[src/rtl/dot_matrix_scanner_pkg.sv]
// Shared constants and default parameters for the dot-matrix scanner.
package dot_matrix_pkg;

   localparam int unsigned ROWS_DEF         = 8;
   localparam int unsigned COLS_DEF         = 8;
   localparam int unsigned ROW_CYCLES_DEF   = 1000;
   localparam int unsigned BLINK_FRAMES_DEF = 32;

   // Wide enough for the largest legal ROWS / COLS; users slice to width.
   localparam logic [15:0] ROW_OFF = 16'hFFFF;
   localparam logic [31:0] COL_OFF = 32'h0000_0000;

endpackage

[src/rtl/dot_matrix_scanner_if.sv]
// Write / swap bus between a framebuffer producer and the scanner.
interface dot_matrix_scanner_if #(
   parameter int unsigned ROWS = 8,
   parameter int unsigned COLS = 8
);
   logic                    wr_en;
   logic [$clog2(ROWS)-1:0] wr_row;
   logic [COLS-1:0]         wr_r;
   logic [COLS-1:0]         wr_g;
   logic                    swap_req;
   logic                    swap_pending;

   modport master (output wr_en, wr_row, wr_r, wr_g, swap_req, input swap_pending);
   modport slave  (input wr_en, wr_row, wr_r, wr_g, swap_req, output swap_pending);
endinterface

[src/rtl/dot_matrix_scanner_frame_buffer.sv]
// Double framebuffer: back-buffer write port, front read port, frame-end swap.
module matrix_frame_buffer
   import dot_matrix_pkg::*;
#(
   parameter int unsigned ROWS = ROWS_DEF,
   parameter int unsigned COLS = COLS_DEF
) (
   input  logic                    clk,
   input  logic                    rst,
   input  logic                    wr_en,
   input  logic [$clog2(ROWS)-1:0] wr_row,
   input  logic [COLS-1:0]         wr_r,
   input  logic [COLS-1:0]         wr_g,
   input  logic                    swap_req,
   input  logic                    frame_end,
   input  logic [$clog2(ROWS)-1:0] rd_idx,
   output logic [COLS-1:0]         rd_r_c,
   output logic [COLS-1:0]         rd_g_c,
   output logic                    swap_pending
);
   localparam int unsigned WW = 2 * COLS;

   logic [WW-1:0] mem_q [2][ROWS];
   logic [WW-1:0] mem_d [2][ROWS];
   logic          front_sel_q, front_sel_d;
   logic          swap_pending_q, swap_pending_d;
   logic          swap_c;
   logic          wr_ok_c;
   logic [WW-1:0] rd_word_c;

   // Writes always target the pre-swap back buffer, so a coincident write shows in the new frame.
   always_comb begin
      mem_d          = mem_q;
      wr_ok_c        = (32'(wr_row) < ROWS);
      swap_c         = frame_end && (swap_pending_q || swap_req);
      front_sel_d    = front_sel_q ^ swap_c;
      swap_pending_d = swap_c ? 1'b0 : (swap_pending_q || swap_req);
      if (wr_en && wr_ok_c) begin
         mem_d[~front_sel_q][wr_row] = {wr_g, wr_r};
      end
      rd_word_c = mem_q[front_sel_q][rd_idx];
   end

   always_ff @(posedge clk) begin
      if (rst) begin
         mem_q          <= '{default: '0};
         front_sel_q    <= 1'b0;
         swap_pending_q <= 1'b0;
      end else begin
         mem_q          <= mem_d;
         front_sel_q    <= front_sel_d;
         swap_pending_q <= swap_pending_d;
      end
   end

   assign rd_r_c       = rd_word_c[COLS-1:0];
   assign rd_g_c       = rd_word_c[WW-1:COLS];
   assign swap_pending = swap_pending_q;

endmodule

[src/rtl/dot_matrix_scanner.sv]
// Row-multiplexed two-colour LED matrix driver with double buffering, blanking and blink.
module dot_matrix_scanner
   import dot_matrix_pkg::*;
#(
   parameter int unsigned ROWS         = ROWS_DEF,
   parameter int unsigned COLS         = COLS_DEF,
   parameter int unsigned ROW_CYCLES   = ROW_CYCLES_DEF,
   parameter int unsigned BLINK_FRAMES = BLINK_FRAMES_DEF
) (
   input  logic                   clk,
   input  logic                   rst,
   input  logic                   en,
   input  logic                   blink_en,
   dot_matrix_scanner_if.slave    bus,
   output logic [ROWS-1:0]        row,
   output logic [COLS-1:0]        col_r,
   output logic [COLS-1:0]        col_g,
   output logic                   frame_start
);
   localparam int unsigned IW = $clog2(ROWS);
   localparam int unsigned TW = $clog2(ROW_CYCLES);
   localparam int unsigned FW = (BLINK_FRAMES > 1) ? $clog2(BLINK_FRAMES) : 1;

   logic [TW-1:0]   timer_q, timer_d;
   logic [IW-1:0]   idx_q, idx_d;
   logic [FW-1:0]   fcnt_q, fcnt_d;
   logic            blink_q, blink_d;
   logic [ROWS-1:0] row_q, row_d;
   logic [COLS-1:0] col_r_q, col_r_d;
   logic [COLS-1:0] col_g_q, col_g_d;
   logic            frame_start_q, frame_start_d;

   logic            row_end_c;
   logic            frame_end_c;
   logic [COLS-1:0] rd_r_c, rd_g_c;
   logic            swap_pending_w;

   matrix_frame_buffer #(.ROWS(ROWS), .COLS(COLS)) u_fb (
      .clk          (clk),
      .rst          (rst),
      .wr_en        (bus.wr_en),
      .wr_row       (bus.wr_row),
      .wr_r         (bus.wr_r),
      .wr_g         (bus.wr_g),
      .swap_req     (bus.swap_req),
      .frame_end    (frame_end_c),
      .rd_idx       (idx_q),
      .rd_r_c       (rd_r_c),
      .rd_g_c       (rd_g_c),
      .swap_pending (swap_pending_w)
   );

   always_comb begin
      timer_d       = timer_q;
      idx_d         = idx_q;
      fcnt_d        = fcnt_q;
      blink_d       = blink_q;
      row_d         = ROW_OFF[ROWS-1:0];
      col_r_d       = COL_OFF[COLS-1:0];
      col_g_d       = COL_OFF[COLS-1:0];
      frame_start_d = 1'b0;

      row_end_c   = (timer_q == TW'(ROW_CYCLES - 1));
      frame_end_c = en && row_end_c && (idx_q == IW'(ROWS - 1));

      if (!en) begin
         timer_d = '0;
         idx_d   = '0;
         fcnt_d  = '0;
         blink_d = 1'b0;
      end else begin
         if (row_end_c) begin
            timer_d = '0;
            idx_d   = (idx_q == IW'(ROWS - 1)) ? '0 : idx_q + IW'(1);
         end else begin
            timer_d = timer_q + TW'(1);
         end

         if (!blink_en) begin
            fcnt_d  = '0;
            blink_d = 1'b0;
         end else if (frame_end_c) begin
            if (fcnt_q == FW'(BLINK_FRAMES - 1)) begin
               fcnt_d  = '0;
               blink_d = ~blink_q;
            end else begin
               fcnt_d = fcnt_q + FW'(1);
            end
         end

         // Columns dark on the first cycle of each row and during the blink-off phase.
         row_d         = ~(ROWS'(1) << idx_q);
         frame_start_d = (timer_q == '0) && (idx_q == '0);
         if ((timer_q != '0) && !(blink_en && blink_q)) begin
            col_r_d = rd_r_c;
            col_g_d = rd_g_c;
         end
      end
   end

   always_ff @(posedge clk) begin
      if (rst) begin
         timer_q       <= '0;
         idx_q         <= '0;
         fcnt_q        <= '0;
         blink_q       <= 1'b0;
         row_q         <= ROW_OFF[ROWS-1:0];
         col_r_q       <= COL_OFF[COLS-1:0];
         col_g_q       <= COL_OFF[COLS-1:0];
         frame_start_q <= 1'b0;
      end else begin
         timer_q       <= timer_d;
         idx_q         <= idx_d;
         fcnt_q        <= fcnt_d;
         blink_q       <= blink_d;
         row_q         <= row_d;
         col_r_q       <= col_r_d;
         col_g_q       <= col_g_d;
         frame_start_q <= frame_start_d;
      end
   end

   assign row              = row_q;
   assign col_r            = col_r_q;
   assign col_g            = col_g_q;
   assign frame_start      = frame_start_q;
   assign bus.swap_pending = swap_pending_w;

endmodule
[src/flat_wrapper.sv]
// flat-port wrapper written by rule: the top's interface ports become plain ports
module dot_matrix_scanner_flat import dot_matrix_pkg::*;
#(
   parameter int unsigned ROWS         = ROWS_DEF,
   parameter int unsigned COLS         = COLS_DEF,
   parameter int unsigned ROW_CYCLES   = ROW_CYCLES_DEF,
   parameter int unsigned BLINK_FRAMES = BLINK_FRAMES_DEF
)
  (clk, rst, en, blink_en, row, col_r, col_g, frame_start, bus_wr_en, bus_wr_row, bus_wr_r, bus_wr_g, bus_swap_req, bus_swap_pending);
  dot_matrix_scanner_if #(.ROWS(ROWS), .COLS(COLS)) bus_i ();
  input  logic clk;
  input  logic rst;
  input  logic en;
  input  logic blink_en;
  output logic [ROWS-1:0] row;
  output logic [COLS-1:0] col_r;
  output logic [COLS-1:0] col_g;
  output logic frame_start;
  input wire logic [$bits(bus_i.wr_en)-1:0] bus_wr_en;
  input wire logic [$bits(bus_i.wr_row)-1:0] bus_wr_row;
  input wire logic [$bits(bus_i.wr_r)-1:0] bus_wr_r;
  input wire logic [$bits(bus_i.wr_g)-1:0] bus_wr_g;
  input wire logic [$bits(bus_i.swap_req)-1:0] bus_swap_req;
  output wire logic [$bits(bus_i.swap_pending)-1:0] bus_swap_pending;
  assign bus_i.wr_en = bus_wr_en;
  assign bus_i.wr_row = bus_wr_row;
  assign bus_i.wr_r = bus_wr_r;
  assign bus_i.wr_g = bus_wr_g;
  assign bus_i.swap_req = bus_swap_req;
  assign bus_swap_pending = bus_i.swap_pending;
  dot_matrix_scanner #(.ROWS(ROWS), .COLS(COLS), .ROW_CYCLES(ROW_CYCLES), .BLINK_FRAMES(BLINK_FRAMES)) u_core (.clk(clk), .rst(rst), .en(en), .blink_en(blink_en), .bus(bus_i), .row(row), .col_r(col_r), .col_g(col_g), .frame_start(frame_start));
endmodule
[config.mk]
export PLATFORM = sky130hd
export DESIGN_NAME = dot_matrix_scanner_flat
export DESIGN_NICKNAME = d
export VERILOG_FILES = /design/src/rtl/dot_matrix_scanner_pkg.sv /design/src/rtl/dot_matrix_scanner_if.sv /design/src/rtl/dot_matrix_scanner_frame_buffer.sv /design/src/rtl/dot_matrix_scanner.sv /design/src/flat_wrapper.sv
export SDC_FILE = /design/constraint.sdc
export NUM_CORES = 1
export LEC_CHECK = 0
export CORE_MARGIN = 2
export CORE_UTILIZATION = 25
export DETAILED_ROUTE_END_ITERATION = 7
export PLACE_DENSITY = 0.41
export SLEW_MARGIN = 20
export SYNTH_ARGS = -nofsm -noshare
export SYNTH_HDL_FRONTEND = slang
export SYNTH_SLANG_ARGS = --single-unit
[constraint.sdc]
create_clock -name clk -period 2.5 [get_ports clk]
set_input_delay 0.5 -clock clk [delete_from_list [all_inputs] [get_ports clk]]
set_output_delay 0.5 -clock clk [all_outputs]
set_load 0.05 [all_outputs]
* Word-level counts from Yosys, hierarchy flattened *
Cells that the tools add are included.

word-level totals
  word-level logic and storage cells = 82
  bits in writable memories = 0
  memories kept = 0
  flip-flop bits (word level) = 302
  bits in latches = 0
  bits of input ports = 25
  memory bits (read-only) = 0
  output and inout port bits = 26

cells by class
  reduce and logical (&&, ||, !) cells = 19
  $mul = 0
  mux-type cells = 13
  bitwise operators = 11
  div/mod/pow operators = 0
  add/sub/neg operators = 3
  shift operators = 1
  $lt $le $gt $ge = 6
  equality and inequality tests = 3

operators by type and width
  operator                 number
  $mux W128                4
  $bwmux W256              1
  $demux W128 S1           1
  $bmux W16 S3             1
  $demux W16 S3            1
  $mux W16                 3
  $add A10 B1 Y10 const B  1
  $eq A10 B10 Y1 const B   1
  $logic_not A10 Y1        1
  $reduce_bool A10 Y1      1
  $reduce_or A3 Y1         3
  $ge A4 B4 Y1 const B     2
  $logic_and A1 B1 Y1      8
  $not A3 Y4               2
  $not A8 Y8               1
  $shl A1 B3 Y8 const A    1
  $add A5 B1 Y5 const B    1
  $eq A5 B5 Y1 const B     1
  $mux W5                  1
  $not A1 Y1               5
  $ge A2 B2 Y1 const B     2
  $lt A4 B1 Y1 const B     1
  $not A1 Y2               2
  $reduce_or A2 Y1         2
  9 further kinds          9

* Depth between registers and ports, before layout *
  depth in word-level cells = 8
  gate-level depth with buffers = 7
  depth with buffers taken out = 6

* Cells and area by module *
A second synthesis with hierarchy kept.

unflattened totals
  cells, all modules = 1530
  area, all modules = 13430.4 µm²

modules (own cells, without submodules)
  module               instances  seq. area each (µm²)  area each (µm²)  cells each
  matrix_frame_buffer  1          5165.0                11821.3          1366
  dot_matrix_scanner   1          880.8                 1609.0           164

* Least setup slack after synthesis *
Ideal clock, no wire load.

  path type = input to register
  start = in bus_wr_row[0]
  end = reg u_core.u_fb.mem_q[21] (netlist name)
  data required time = 2.372 ns
  stages = 6
  buffers on the path = 2
  arrival = 1.853 ns
  setup time = 0.128 ns
  slack = 0.519 ns
  path through = buf_2 > nand2b_1 > nor3_2 > buf_2 > mux2i_1 > nor2_1

on the way
  word-level cells in the longest chain between the ends = 8
  elaborated cells between the ends (all ways) = 9
  classes of those cells = 2 x order compare; 5 x mux; 1 x bitwise; 1 x reduce/logical

ends and longest elaborated chain
  element                                                             RTL line                               source
  start, declared                                                     flat_wrapper.sv:20                     input wire logic [$bits(bus_i.wr_row)-1:0] bus_wr_row;
  $not A3 Y4 *                                                        dot_matrix_scanner_frame_buffer.sv:39  mem_d[~front_sel_q][wr_row] = {wr_g, wr_r};
  $ge A4 B4 Y1 (not written as such) or $lt A4 B1 Y1 (tied branches)  dot_matrix_scanner_frame_buffer.sv:39
  $logic_and A1 B1 Y1 (not written as such)                           dot_matrix_scanner_frame_buffer.sv:39
  $mux W16 (not written as such)                                      dot_matrix_scanner_frame_buffer.sv:39
  $demux W16 S3 *                                                     dot_matrix_scanner_frame_buffer.sv:39
  $mux W128 (not written as such) *                                   dot_matrix_scanner_frame_buffer.sv:39
  $demux W128 S1 *                                                    dot_matrix_scanner_frame_buffer.sv:39
  $bwmux W256 *                                                       dot_matrix_scanner_frame_buffer.sv:39
  end signal, assigned                                                dot_matrix_scanner_frame_buffer.sv:50  mem_q <= mem_d;
  end, declared                                                       dot_matrix_scanner_frame_buffer.sv:23  logic [WW-1:0] mem_q [2][ROWS];

Mark *: on every way between the ends. The rest lies on a longest branch, timed or not.
A chain may end at the register's enable or synchronous reset.

* Final worst setup path *
  start = reg u_core.col_r_q[3] (netlist: u_core.col_r[3])
  end = out col_r[3]

RTL lines
  element                 RTL line                   source
  start, declared         dot_matrix_scanner.sv:29   logic [COLS-1:0] col_r_q, col_r_d;
  start signal, assigned  dot_matrix_scanner.sv:108  col_r_q <= COL_OFF[COLS-1:0];
  start signal, assigned  dot_matrix_scanner.sv:117  col_r_q <= col_r_d;
  end, declared           flat_wrapper.sv:16         output logic [COLS-1:0] col_r;

No word-level cell between the ends.

==> impl_metrics.yaml <==
setup_path:
  max_stage_delay_ps: 810
  r2r-start: "u_core.u_fb.front_sel_q$_SDFF_PP0_"
  start_kind: "flop"
  rr_endpoint: "u_core.col_g[0]$_SDFF_PP0_"
  required_ps: 2000
  worstSetupPathType: "flop to primary output"
  ff2ff_path_depth: 4
  regToRegSetupSlack_ps: 370
  critPathMaxFanout: 1
  cp_cell_sequence: "clkdlybuf4s50_1"
  path_buf_inv: 1
  crit_slowest_cell: "clkdlybuf4s50_1"
  arrival_ps: 1690
  cp-end-kind: "primary output"
  path_delay_family: "buffers and inverters"
grt:
  grt_pass1_wl_um: 57600
  grt_max_degree: 216
  grt_util_all_layers_pct: 14.2
  grt_overflow: 0
  antenna_found_initial: 0
  first_global_vias: 9379
routing:
  drc_errors: 0
  vias_per_cell: 4.57
  drtPass1Iterations: 5
  ant_nets: 0
  num_vias: 9492
  post_drt_wl_per_cell_um: 17.8
  finalWirelength_um: 36800
  drt-initial-drc-count: 626
layout:
  synthToLayoutAreaGrowth_pct: 21.9
  drive_above_1_share_pct: 13.3
  diodes: 0
  nets: 1412
  final_cell_area_mm2: 0.0153
clock_network:
  clockRootBuffer: "clkbuf_16"
  clock_sinks: 302
  cts_buffers: 35
  clock_latency_ps: 540
  ctsResizeCount: 0
  holdBufCountCts: 0
  cts_setup_buffers: 0
  clkTransAtPathRegs_ps: 60
  cts_htree_levels: 2
  cts_tree: "built"
  clockBufferDepth: 3
timing:
  slew_viol_final: 0
  max_freq_mhz: 457
  period_needed_ps: 2190
  fin_crit_sh_pct: 87.5
  worst_pin_slew_ps: 1060
  rsz0062_at_grt: "no"
  finalSetupViolations: 0
  fin_skew_ps: 19.4
  relSlewSlack_pct: 29.6
  fin_setup_tns_ps: 0
  setup_slack_ps: 313
  hold_violations: 0
min_path:
  holdPathStages: 2
  worstHoldStart: "rst"
  min_to: "u_core.u_fb.mem_q[179]$_SDFFE_PP0P_"
  hold_class: "input port to flop"
floorplan:
  floorplan.initialDensity_pct: 25.1
  num_rows: 82
  die_w_um: 228
  boundaryPins: 51
  die-height_um: 228
  coreArea_mm2: 0.0499
  die_area_mm2: 0.0519
pwr:
  power_leakage_nw: 5.23
  p_per_area_mw_per_mm2: 677
  ir_drop_uv: 346
yosys:
  synth.cell_area_mm2: 0.0125
  yosys.area.top_type: "dfxtp_1"
  synthCells: 1336
  yosysSeqAreaShare_pct: 48.3
  synthTopCellsByCount: "nand2_1, dfxtp_1, a21oi_1, mux2i_1, nor2_1"
  avgSynthCellArea_um2: 9.38
  syn_nets: 1371
  ys_ff_latch: 302
  synth_area_leaders: "dfxtp_1, mux4_2, nand2_1, mux2i_1, a21oi_1"
  synth_most_common_cell: "nand2_1"
  yosys_warnings: 0
  ys.flop_type: "dfxtp_1"
  yosys.cell_types.count: 39
  synth_top_area_share_pct: 48.3
  synthArstFlopShare_pct: 0
  synth_edf_count: 0
outcome:
  outcome: "finished, final reports clean"
placement:
  io_buffers: 50
  hpwlAfterDp_um: 22300
  postPlaceCellArea_mm2: 0.0142
  place_ws_ps: 79.4
  routabilityCongestion: 0.713
run:
  maxCapViolCount: 0
-- worst max path at each step --
stage                                          endpoint  slack (ps)                           startpoint  depth (start not counted)
finish                                         col_r[3]         310           u_core.col_r[3]$_SDFF_PP0_                          1
global route              u_core.fcnt_q[2]$_SDFFE_PP0P_         240         u_core.idx_q[0]$_SDFFE_PP0N_                          6
CTS                                    bus_swap_pending         280  u_core.u_fb.swap_pending$_SDFF_PP0_                          1
detailed placement  u_core.u_fb.mem_q[109]$_SDFFE_PP0P_          80                        bus_wr_row[2]                          6
global placement    u_core.u_fb.mem_q[105]$_SDFFE_PP0P_          80                        bus_wr_row[2]                          6
floorplan            u_core.u_fb.mem_q[21]$_SDFFE_PP0P_         520                        bus_wr_row[0]                          6
-- layout by cell type (no fill, tap or decap), drive strengths merged, types with 4 or more instances in the layout --
cell type / n
nand2: 346
dfxtp: 302
a21oi: 168
mux2i: 129
nor2: 121
mux4: 64
clkbuf: 57
buf: 56
clkdlybuf4s50: 49
o22ai: 16
nand3: 12
nor3: 11
ha: 10
inv: 9
xnor2: 6
nand2b: 5
or3: 5
o21ai: 4
-- cells by family (layout without fill, tap and decap cells) --
group	after synthesis	in the layout	share of synthesized area [%]
and+or+nand+nor	524	524	17.0
DFF	302	302	48.3
muxes	194	194	21.9
AOI/OAI and AO/OA	190	190	7.77
buffers and inverters	108	175	3.56
adders and majority gates	10	10	0.999
xor gates and xnor gates	8	8	0.559
-- layout make-up --
type / count / area, µm²
fill: 5217 / 34600
tap: 672 / 841
clock inverter: 7 / 96.3
inverter: 6 / 22.5
clock buffer: 56 / 1020
sequential: 302 / 6050
multi-input combinational: 926 / 6090
timing repair buffer: 106 / 1150
-- where the power goes --
part / switching (mW) / internal [mW]
registers: 0.0231 / 4.86
logic: 0.277 / 0.130
clock network: 2.04 / 3.02
total: 2.34 / 8.01
-- stage by stage --
step,utilization [%],hold slack [ps],power [mW],instances
2_1_floorplan,-,430,5.20,1336
3_5_place_dp,28.4,444,5.40,2012
5_1_grt,30.6,183,10.8,2075
6_report,30.6,202,10.3,2075
3_3_place_gp,28.4,439,5.40,2012
4_1_cts,30.6,172,10.5,2075
-- registers in the layout, summed over array words and instances, names as in the netlist --
name                      cells
u_core.timer_q               10
u_core.u_fb.swap_pending      1
u_core.frame_start            1
u_core.idx_q                  3
u_core.u_fb.front_sel_q       1
u_core.row                    8
u_core.u_fb.mem_q           256
u_core.fcnt_q                 5
u_core.blink_q                1
u_core.col_r                  8
u_core.col_g                  8
-- routing by layer --
layer | track usage [%] | vias to the layer above | wire length [µm]
li1 | - | 4644 | -
met1 | 18.5 | 4628 | 16600
met2 | 24.4 | 178 | 18000
met3 | 2.20 | 42 | 1550
met4 | 3.62 | 0 | 646
met5 | 0 | - | 0
Note: power is estimated with default switching activity, not from simulation.
